<file path="config.mk">
export PLATFORM = sky130hd
export DESIGN_NAME = icache
export DESIGN_NICKNAME = d
export VERILOG_FILES = /design/src/rtl/icache.sv
export SDC_FILE = /design/constraint.sdc
export NUM_CORES = 1
export LEC_CHECK = 0
export ABC_AREA = 0
export BUFFER_PORTS_ARGS = -buffer_cell sky130_fd_sc_hd__buf_2
export CORE_ASPECT_RATIO = 0.8
export CORE_MARGIN = 5
export CORE_UTILIZATION = 55
export CTS_CLUSTER_DIAMETER = 150
export DETAILED_ROUTE_END_ITERATION = 8
export GPL_TIMING_DRIVEN = 0
export PLACE_DENSITY = 0.72
export SLEW_MARGIN = 0
export SYNTH_ARGS = -nofsm -noshare
export SYNTH_HDL_FRONTEND = slang
export SYNTH_SLANG_ARGS = --single-unit
</file>
<file path="constraint.sdc">
create_clock -name CLK -period 10 [get_ports CLK]
set_clock_uncertainty 0.15 [all_clocks]
set_input_delay 3 -clock CLK [delete_from_list [all_inputs] [get_ports CLK]]
set_output_delay 3 -clock CLK [all_outputs]
set_load 0.02 [all_outputs]
</file>
<file path="src/rtl/icache.sv">
// Direct-mapped, read-only instruction cache with one word per block.
// Hits are returned combinationally in the lookup cycle. A miss starts a
// single outstanding fill, and fetch is stalled until that fill lands.
// Hit and miss counters wrap naturally at 2^32.
module icache #(
    parameter int SETS  = 16,
    parameter int IDX   = $clog2(SETS),
    parameter int TAG_W = 30 - IDX
) (
    input  logic        CLK,
    input  logic        nRST,
    input  logic        imemREN,
    input  logic [31:0] imemaddr,
    output logic        ihit,
    output logic [31:0] imemload,
    output logic        iREN,
    output logic [31:0] iaddr,
    input  logic        iwait,
    input  logic [31:0] iload,
    output logic [31:0] hit_count,
    output logic [31:0] miss_count
);

    typedef enum logic {
        IDLE = 1'b0,
        FILL = 1'b1
    } state_t;

    state_t           r_state;
    logic [SETS-1:0]  r_valid;
    logic [TAG_W-1:0] r_tag  [SETS];
    logic [31:0]      r_data [SETS];
    logic [TAG_W-1:0] r_miss_tag;
    logic [IDX-1:0]   r_miss_idx;
    logic [31:0]      r_hit_count;
    logic [31:0]      r_miss_count;

    logic [TAG_W-1:0] w_tag;
    logic [IDX-1:0]   w_idx;
    logic             w_match;
    logic             w_unused_offset;

    // Address split; the byte offset plays no part in the lookup.
    assign w_tag           = imemaddr[31:IDX+2];
    assign w_idx           = imemaddr[IDX+1:2];
    assign w_unused_offset = ^imemaddr[1:0];

    // Lookups only happen in IDLE, so ihit is forced low for the whole fill.
    assign w_match  = (r_state == IDLE) && imemREN && r_valid[w_idx]
                      && (r_tag[w_idx] == w_tag);
    assign ihit     = w_match;
    assign imemload = w_match ? r_data[w_idx] : 32'h0;

    // The fill request is decoded straight from the state register so that
    // an async reset drops it immediately.
    assign iREN  = (r_state == FILL);
    assign iaddr = (r_state == FILL) ? {r_miss_tag, r_miss_idx, 2'b00} : 32'h0;

    assign hit_count  = r_hit_count;
    assign miss_count = r_miss_count;

    // Lookup/fill FSM together with the tag store, data store and counters.
    always_ff @(posedge CLK or negedge nRST) begin
        if (!nRST) begin
            r_state      <= IDLE;
            r_valid      <= '0;
            r_miss_tag   <= '0;
            r_miss_idx   <= '0;
            r_hit_count  <= '0;
            r_miss_count <= '0;
            for (int i = 0; i < SETS; i++) begin
                r_tag[i]  <= '0;
                r_data[i] <= '0;
            end
        end else begin
            case (r_state)
                IDLE: begin
                    if (w_match) begin
                        r_hit_count <= r_hit_count + 32'd1;
                    end else if (imemREN) begin
                        r_miss_tag   <= w_tag;
                        r_miss_idx   <= w_idx;
                        r_miss_count <= r_miss_count + 32'd1;
                        r_state      <= FILL;
                    end
                end
                FILL: begin
                    // The fill finishes regardless of what fetch does meanwhile;
                    // the previous occupant of the set is simply replaced.
                    if (!iwait) begin
                        r_valid[r_miss_idx] <= 1'b1;
                        r_tag[r_miss_idx]   <= r_miss_tag;
                        r_data[r_miss_idx]  <= iload;
                        r_state             <= IDLE;
                    end
                end
                default: r_state <= IDLE;
            endcase
        end
    end

endmodule

</file>
* Word-level counts from Yosys, hierarchy flattened *
Cells that the tools add are included.

storage, ports and cells
  output and inout port bits = 130
  word-level logic and storage cells = 83
  register bits = 1039
  bits of input ports = 68

operators by class
  muxes and demuxes = 22
  order comparisons = 6
  add/subtract/negate cells = 2
  equal/unequal tests = 1
  bitwise gates (word level) = 6
  reduce and logical (&&, ||, !) cells = 8

operators with widths
  cell                                                                                  number
  512-bit bitwise mux                                                                   1
  416-bit bitwise mux                                                                   1
  32-bit 2-to-1 mux                                                                     5
  32-bit binary-select mux with 4-bit select                                            1
  32-bit demux with 4-bit select                                                        1
  26-bit binary-select mux with 4-bit select                                            1
  26-bit demux with 4-bit select                                                        1
  26-bit 2-to-1 mux                                                                     3
  32-bit by 1-bit adder with 32-bit output (second input constant)                      2
  26-bit equality test                                                                  1
  16-bit bitwise OR                                                                     1
  5-bit greater-or-equal comparator (second input constant)                             2
  4-bit by 5-bit < comparator with 1-bit output (second input constant)                 2
  4-bit NOT with 5-bit output                                                           2
  1-bit logical AND                                                                     5
  5-bit by 1-bit < comparator with 1-bit output (second input constant)                 1
  1-bit 2-to-1 mux                                                                      5
  1-bit binary-select mux with 4-bit select                                             1
  1-bit demux with 4-bit select                                                         1
  4-bit by 1-bit greater-or-equal comparator with 1-bit output (second input constant)  1
  2-bit AND reduction                                                                   2
  1-bit NOT                                                                             3
  3-bit AND reduction                                                                   1
  1-bit case mux with 2 select lines                                                    1

* Logic depth before layout (Yosys ltp) *
  depth in word-level cells = 8
  mapped depth = 16
  depth with buffers taken out = 8

* Least setup slack after synthesis *
Ideal clock, no wire load.

  kind = input -> output
  from = in imemaddr[2]
  to = out imemload[22]
  data required time = 6850 ps
  path slack = 945 ps
  arrival = 5905 ps
  stages on the path = 10
  buffers on the path = 7
  cells stage by stage = buf_6 -> buf_6 -> buf_6 -> buf_6 -> buf_4 -> buf_1 -> buf_2 -> mux4_2 -> mux4_2 -> nor2b_1

on the way
  word-level cells in the longest chain between the ends = 7
  elaborated cells between the ends (all ways) = 13
  those cells by class = eq/ne: 1; mux: 9; bitwise: 1; reduce/logical: 2

RTL lines
  item                                                  RTL line  RTL
  start: declaration                                    13        input logic [31:0] imemaddr,
  4-bit NOT with 5-bit output (implied by the code)     50, 52
  26-bit binary-select mux with 4-bit select            50        && (r_tag[w_idx] == w_tag);
  26-bit 2-to-1 mux (implied by the code) (2 in a row)  50
  26-bit equality test                                  50
  1-bit logical AND                                     50
  32-bit 2-to-1 mux (*)                                 52        assign imemload = w_match ? r_data[w_idx] : 32'h0;
  end: declaration                                      15        output logic [31:0] imemload,

Mark *: on every way between the ends. The rest lies on a longest branch, timed or not. The select of a mux whose other input is x is not followed.

* Worst setup path in the final report *
  from = in imemaddr[5]
  to = out imemload[1]

The elaborated chain is that of the path after synthesis.

==> flow_summary.html <==
<table>
<tr><th>Metric</th><th>Value</th></tr>
<tr><th colspan="2">Critical path</th></tr>
<tr><td>Peak fanout along the critical path</td><td>14</td></tr>
<tr><td>End of the worst register-to-register path</td><td>r_tag[97]$_DFFE_PN0P_</td></tr>
<tr><td>Critical Path Start Type</td><td>primary input</td></tr>
<tr><td>Cell depth of the worst flop-to-flop path</td><td>7</td></tr>
<tr><td>Worst Setup End Kind</td><td>primary output</td></tr>
<tr><td>Classification of the worst setup path</td><td>primary input to primary output</td></tr>
<tr><td>Slack of the worst reg-to-reg path</td><td>roughly 5000 ps</td></tr>
<tr><td>R2r startpoint</td><td>iREN$_DFF_PN0_</td></tr>
<tr><td>Data arrival time of the critical path</td><td>just under 7000 ps</td></tr>
<tr><td>Critical Path RT</td><td>between 6000 and 7000 ps</td></tr>
<tr><th colspan="2">Worst hold path</th></tr>
<tr><td>Class of the tightest hold or removal check</td><td>flip-flop to flip-flop</td></tr>
<tr><td>Min-Delay Endpoint</td><td>r_valid[2]$_DFFE_PN0P_</td></tr>
<tr><td>Worst Hold Depth</td><td>1</td></tr>
<tr><td>Hold Startpoint</td><td>r_valid[2]$_DFFE_PN0P_</td></tr>
<tr><th colspan="2">CTS</th></tr>
<tr><td>TritonCTS Buffers</td><td>approximately 100</td></tr>
<tr><td>Total number of clock tree sinks</td><td>between 1000 and 1500</td></tr>
<tr><td>CTS tree</td><td>built</td></tr>
<tr><td>H-tree depth reported by CTS</td><td>3</td></tr>
<tr><td>Quantity of hold-fixing buffers added after cts</td><td>0</td></tr>
<tr><td>Cell chosen for the clock root</td><td>sky130_fd_sc_hd__clkbuf_16</td></tr>
<tr><td>Buffers from clock root to sink, at most</td><td>3</td></tr>
<tr><td>Clock slew at reported path FFs</td><td>about 60 ps</td></tr>
<tr><td>Clock latency at the later pin of the worst-skew pair</td><td>700 ps</td></tr>
<tr><th colspan="2">GRT</th></tr>
<tr><td>Vias in the first global route</td><td>around 32000</td></tr>
<tr><td>Maximum number of pins on one net before global-route repair</td><td>approximately 130</td></tr>
<tr><td>Overflow left after global routing</td><td>0</td></tr>
<tr><td>Global-route total usage across every layer</td><td>roughly 29%</td></tr>
<tr><td>Initial antenna violation count</td><td>5</td></tr>
<tr><td>Global-route wire length before repair</td><td>~200000 um</td></tr>
<tr><th colspan="2">Logic synthesis</th></tr>
<tr><td>Flip-flop and latch count after synthesis</td><td>just over 1000</td></tr>
<tr><td>Main area contributors after synthesis</td><td>sky130_fd_sc_hd__dfrtp_1, sky130_fd_sc_hd__mux2_2, sky130_fd_sc_hd__mux4_2</td></tr>
<tr><td>Synth Instances</td><td>approximately 3100</td></tr>
<tr><td>Netlist Area Pre-Place</td><td>48100 um^2</td></tr>
<tr><td>Post-synth EDFFs</td><td>0</td></tr>
<tr><td>Area share of the largest cell type after synthesis</td><td>between 50% and 60%</td></tr>
<tr><td>Mean area per synthesized cell</td><td>approximately 15 um^2</td></tr>
<tr><td>Async S/R FF share, synth</td><td>100%</td></tr>
<tr><td>Count of unique library cells instantiated by Yosys</td><td>62</td></tr>
<tr><td>Number of synthesis warnings</td><td>0</td></tr>
<tr><td>Dominant register cell in the synthesized netlist</td><td>sky130_fd_sc_hd__dfrtp_1</td></tr>
<tr><td>Largest area contributor in the synthesized netlist</td><td>sky130_fd_sc_hd__dfrtp_1</td></tr>
<tr><td>Post-synthesis sequential area ratio</td><td>a little over half</td></tr>
<tr><th colspan="2">STA</th></tr>
<tr><td>Final Hold Vio Count</td><td>0</td></tr>
<tr><td>Maximum clock rate</td><td>approximately 0.1 GHz</td></tr>
<tr><td>Final setup violation count</td><td>0</td></tr>
<tr><td>Setup TNS Final</td><td>0 ps</td></tr>
<tr><td>Number of pins exceeding their max-slew limit in the final report</td><td>0</td></tr>
<tr><td>Pin slew with the least headroom to its limit</td><td>1460 ps</td></tr>
<tr><td>Time the worst path needs with I/O delays and setup</td><td>approximately 10000 ps</td></tr>
<tr><td>Period utilisation layout</td><td>about 100%</td></tr>
<tr><td>Headroom to the max-slew limit</td><td>under 10%</td></tr>
<tr><th colspan="2">Floorplan</th></tr>
<tr><td>Number of placed I/O pins</td><td>between 150 and 200</td></tr>
<tr><td>Area of the die</td><td>roughly 94000 um^2</td></tr>
<tr><td>Placeable core region</td><td>87100 um^2</td></tr>
<tr><td>Chip height</td><td>275 um</td></tr>
<tr><td>Initial standard-cell utilization of the core</td><td>roughly 55%</td></tr>
<tr><td>Std-Cell Rows</td><td>97</td></tr>
<tr><td>Width of the die</td><td>about 340 um</td></tr>
<tr><th colspan="2">Drt</th></tr>
<tr><td>Total via count after detailed routing</td><td>between 20000 and 30000</td></tr>
<tr><td>TritonRoute pass-1 iters</td><td>5</td></tr>
<tr><td>Wire length after detailed routing</td><td>133000 um</td></tr>
<tr><td>Average detailed-routed wire length per instance</td><td>28.5 um</td></tr>
<tr><td>Iteration-0 DRC count of the detailed router</td><td>2825</td></tr>
<tr><td>Post-DRT Antenna Nets</td><td>0</td></tr>
<tr><td>Via density per instance</td><td>6.41</td></tr>
<tr><td>Drc violations</td><td>0</td></tr>
<tr><th colspan="2">Placement</th></tr>
<tr><td>Number of input and output port buffers inserted</td><td>190</td></tr>
<tr><td>Hpwl dp</td><td>~90000 um</td></tr>
<tr><td>Routability-driven placement congestion ratio</td><td>between 0.8 and 0.9</td></tr>
<tr><td>Post-place instance area</td><td>50700 um^2</td></tr>
<tr><th colspan="2">Power</th></tr>
<tr><td>Clock network power share</td><td>~29%</td></tr>
<tr><td>Leakage power of the design</td><td>0.0250 uW</td></tr>
<tr><td>Net switching power</td><td>around 4000 uW</td></tr>
<tr><td>Sum of internal, switching and leakage power</td><td>between 10000 and 15000 uW</td></tr>
<tr><td>Worst IR Drop VDD</td><td>approximately 0.00015 V</td></tr>
<tr><td>Power density of the placed cells</td><td>266 nW/um^2</td></tr>
<tr><td>Logic pwr share</td><td>between 20% and 30%</td></tr>
<tr><td>Pint</td><td>between 10000 and 15000 uW</td></tr>
<tr><td>Portion of total power attributed to sequential cells</td><td>a little under half</td></tr>
<tr><td>Sw Share</td><td>between 20% and 30%</td></tr>
<tr><th colspan="2">Layout</th></tr>
<tr><td>Final-stage net count</td><td>about 3500</td></tr>
<tr><td>Top library cells by usage in the layout, fill and taps aside</td><td>sky130_fd_sc_hd__dfrtp_1, sky130_fd_sc_hd__mux2_2, sky130_fd_sc_hd__mux4_2</td></tr>
<tr><td>Utilization after layout</td><td>62.6%</td></tr>
<tr><td>Final standard cell area without fillers</td><td>between 50000 and 60000 um^2</td></tr>
<tr><td>Fraction of layout cells with a size suffix above 1</td><td>between 40% and 50%</td></tr>
<tr><td>Layout fillers</td><td>a little over 6000</td></tr>
<tr><td>Commonest non-fill, non-tap cell in the layout</td><td>sky130_fd_sc_hd__dfrtp_1</td></tr>
<tr><td>Syn-to-layout area delta</td><td>13.4%</td></tr>
<tr><th colspan="2">Flow run</th></tr>
<tr><td>Number of violations of the max-capacitance limit</td><td>0</td></tr>
<tr><th colspan="2">Outcome</th></tr>
<tr><td>Result of the run</td><td>completed</td></tr>
</table>
==> state kept, by name (all words and copies together), names as in the netlist <==
name	count
hit_count	32
iREN	1
r_data	512
miss_count	32
r_valid	16
r_miss_tag	26
r_miss_idx	4
r_tag	416
==> worst max-delay path: stages <==
cell	delay (ps)
sky130_fd_sc_hd__buf_2	180
sky130_fd_sc_hd__buf_2	330
sky130_fd_sc_hd__clkdlybuf4s15_2	570
sky130_fd_sc_hd__mux4_2	390
sky130_fd_sc_hd__mux2i_1	150
sky130_fd_sc_hd__mux2i_1	110
sky130_fd_sc_hd__xnor2_1	460
sky130_fd_sc_hd__nand3_1	160
sky130_fd_sc_hd__nor3_1	230
sky130_fd_sc_hd__nand4b_1	110
sky130_fd_sc_hd__buf_4	170
sky130_fd_sc_hd__buf_4	230
sky130_fd_sc_hd__nor2b_1	410
sky130_fd_sc_hd__buf_2	260
==> power by group through the flow <==
stage / combinational (uW) / clock [uW] / sequential (uW)
after floorplan: 2750 / 0 / 6490
after global placement: 3350 / 0 / 6660
after detailed placement: 3530 / 0 / 6820
after CTS: 3560 / 4210 / 6750
after global routing: 3820 / 4390 / 6940
final: 3550 / 4160 / 6790
==> stage by stage <==
| step | setup slack [ps] | hold WS (ps) | instances |
|---|---|---|---|
| finish | 43.4 | 315 | 4667 |
| CTS | 36.5 | 315 | 4662 |
| global placement | -15110 | 293 | 4466 |
| floorplan | 945 | 279 | 3138 |
| global route | -5.87 | 329 | 4664 |
| detailed placement | -1430 | 297 | 4476 |
==> area by class of cell <==
cell class,instances,area (um^2),share of cell area (%)
clock inverters,43,746,1.37
multi-input cells,1814,20800,38.2
flip-flops and latches,1039,26000,47.6
clock buffers,143,2930,5.36
plain buffers,270,1340,2.45
diodes,4,10.0,0.0183
well taps,1138,1420,2.61
inverters,13,48.8,0.0894
repair buffers,203,1230,2.25
==> synthesized netlist by cell type (21+ instances only) <==
master,instances
sky130_fd_sc_hd__and2_1,37
sky130_fd_sc_hd__and3_1,29
sky130_fd_sc_hd__buf_1,78
sky130_fd_sc_hd__buf_2,21
sky130_fd_sc_hd__clkbuf_1,140
sky130_fd_sc_hd__dfrtp_1,1039
sky130_fd_sc_hd__mux2_2,938
sky130_fd_sc_hd__mux2_4,26
sky130_fd_sc_hd__mux2i_1,77
sky130_fd_sc_hd__mux4_2,254
sky130_fd_sc_hd__nand2_1,35
sky130_fd_sc_hd__nand3_1,45
sky130_fd_sc_hd__nand4_1,38
sky130_fd_sc_hd__nor2_1,28
sky130_fd_sc_hd__nor2b_1,47
sky130_fd_sc_hd__xnor2_1,50
==> repair_timing <==
action,in CTS,in global routing
buffers inserted,2,1
gates resized for setup,66,9
pin swaps,1,1
endpoints found under the setup margin,33,27
endpoints found under the hold margin,0,0
==> how the worst max path moves through the flow <==
| stage | from | end | slack (ps) | cells after the start |
|---|---|---|---|---|
| floorplan | imemaddr[2] | imemload[22] | 940 | 10 |
| global placement | nRST | r_tag[165]$_DFFE_PN0P_ | -15110 | 1 |
| detailed placement | imemaddr[3] | imemload[27] | -1430 | 14 |
| CTS | imemaddr[4] | imemload[13] | 40 | 17 |
| global route | imemaddr[4] | imemload[13] | -6 | 18 |
| finish | imemaddr[5] | imemload[1] | 40 | 14 |
==> per-layer routing <==
layer	GRT usage, %	part of all wire [%]	vias to the layer above
met5	0	0.0098	-
li1	-	-	12300
met3	4.71	7.0	265
met2	45.0	47	1183
met4	8.75	3.2	2
met1	41.5	43	16200
==> cells by family (layout without fill, tap and decap cells) <==
family                   after synthesis  in the layout  share of synthesized area (%)
AND/OR/NAND/NOR                      349            349                           4.26
buffers and inverters                285            672                           2.69
adder cells (fa/ha/maj)                2              2                         0.0520
AO/OA/AOI/OAI                        107            107                           1.60
XOR/XNOR                              57             57                           1.04
other                                  1              6                        0.00779
flip-flops                          1039           1039                           54.0
multiplexers                        1297           1297                           36.3
(Power assumes the default switching activity.)
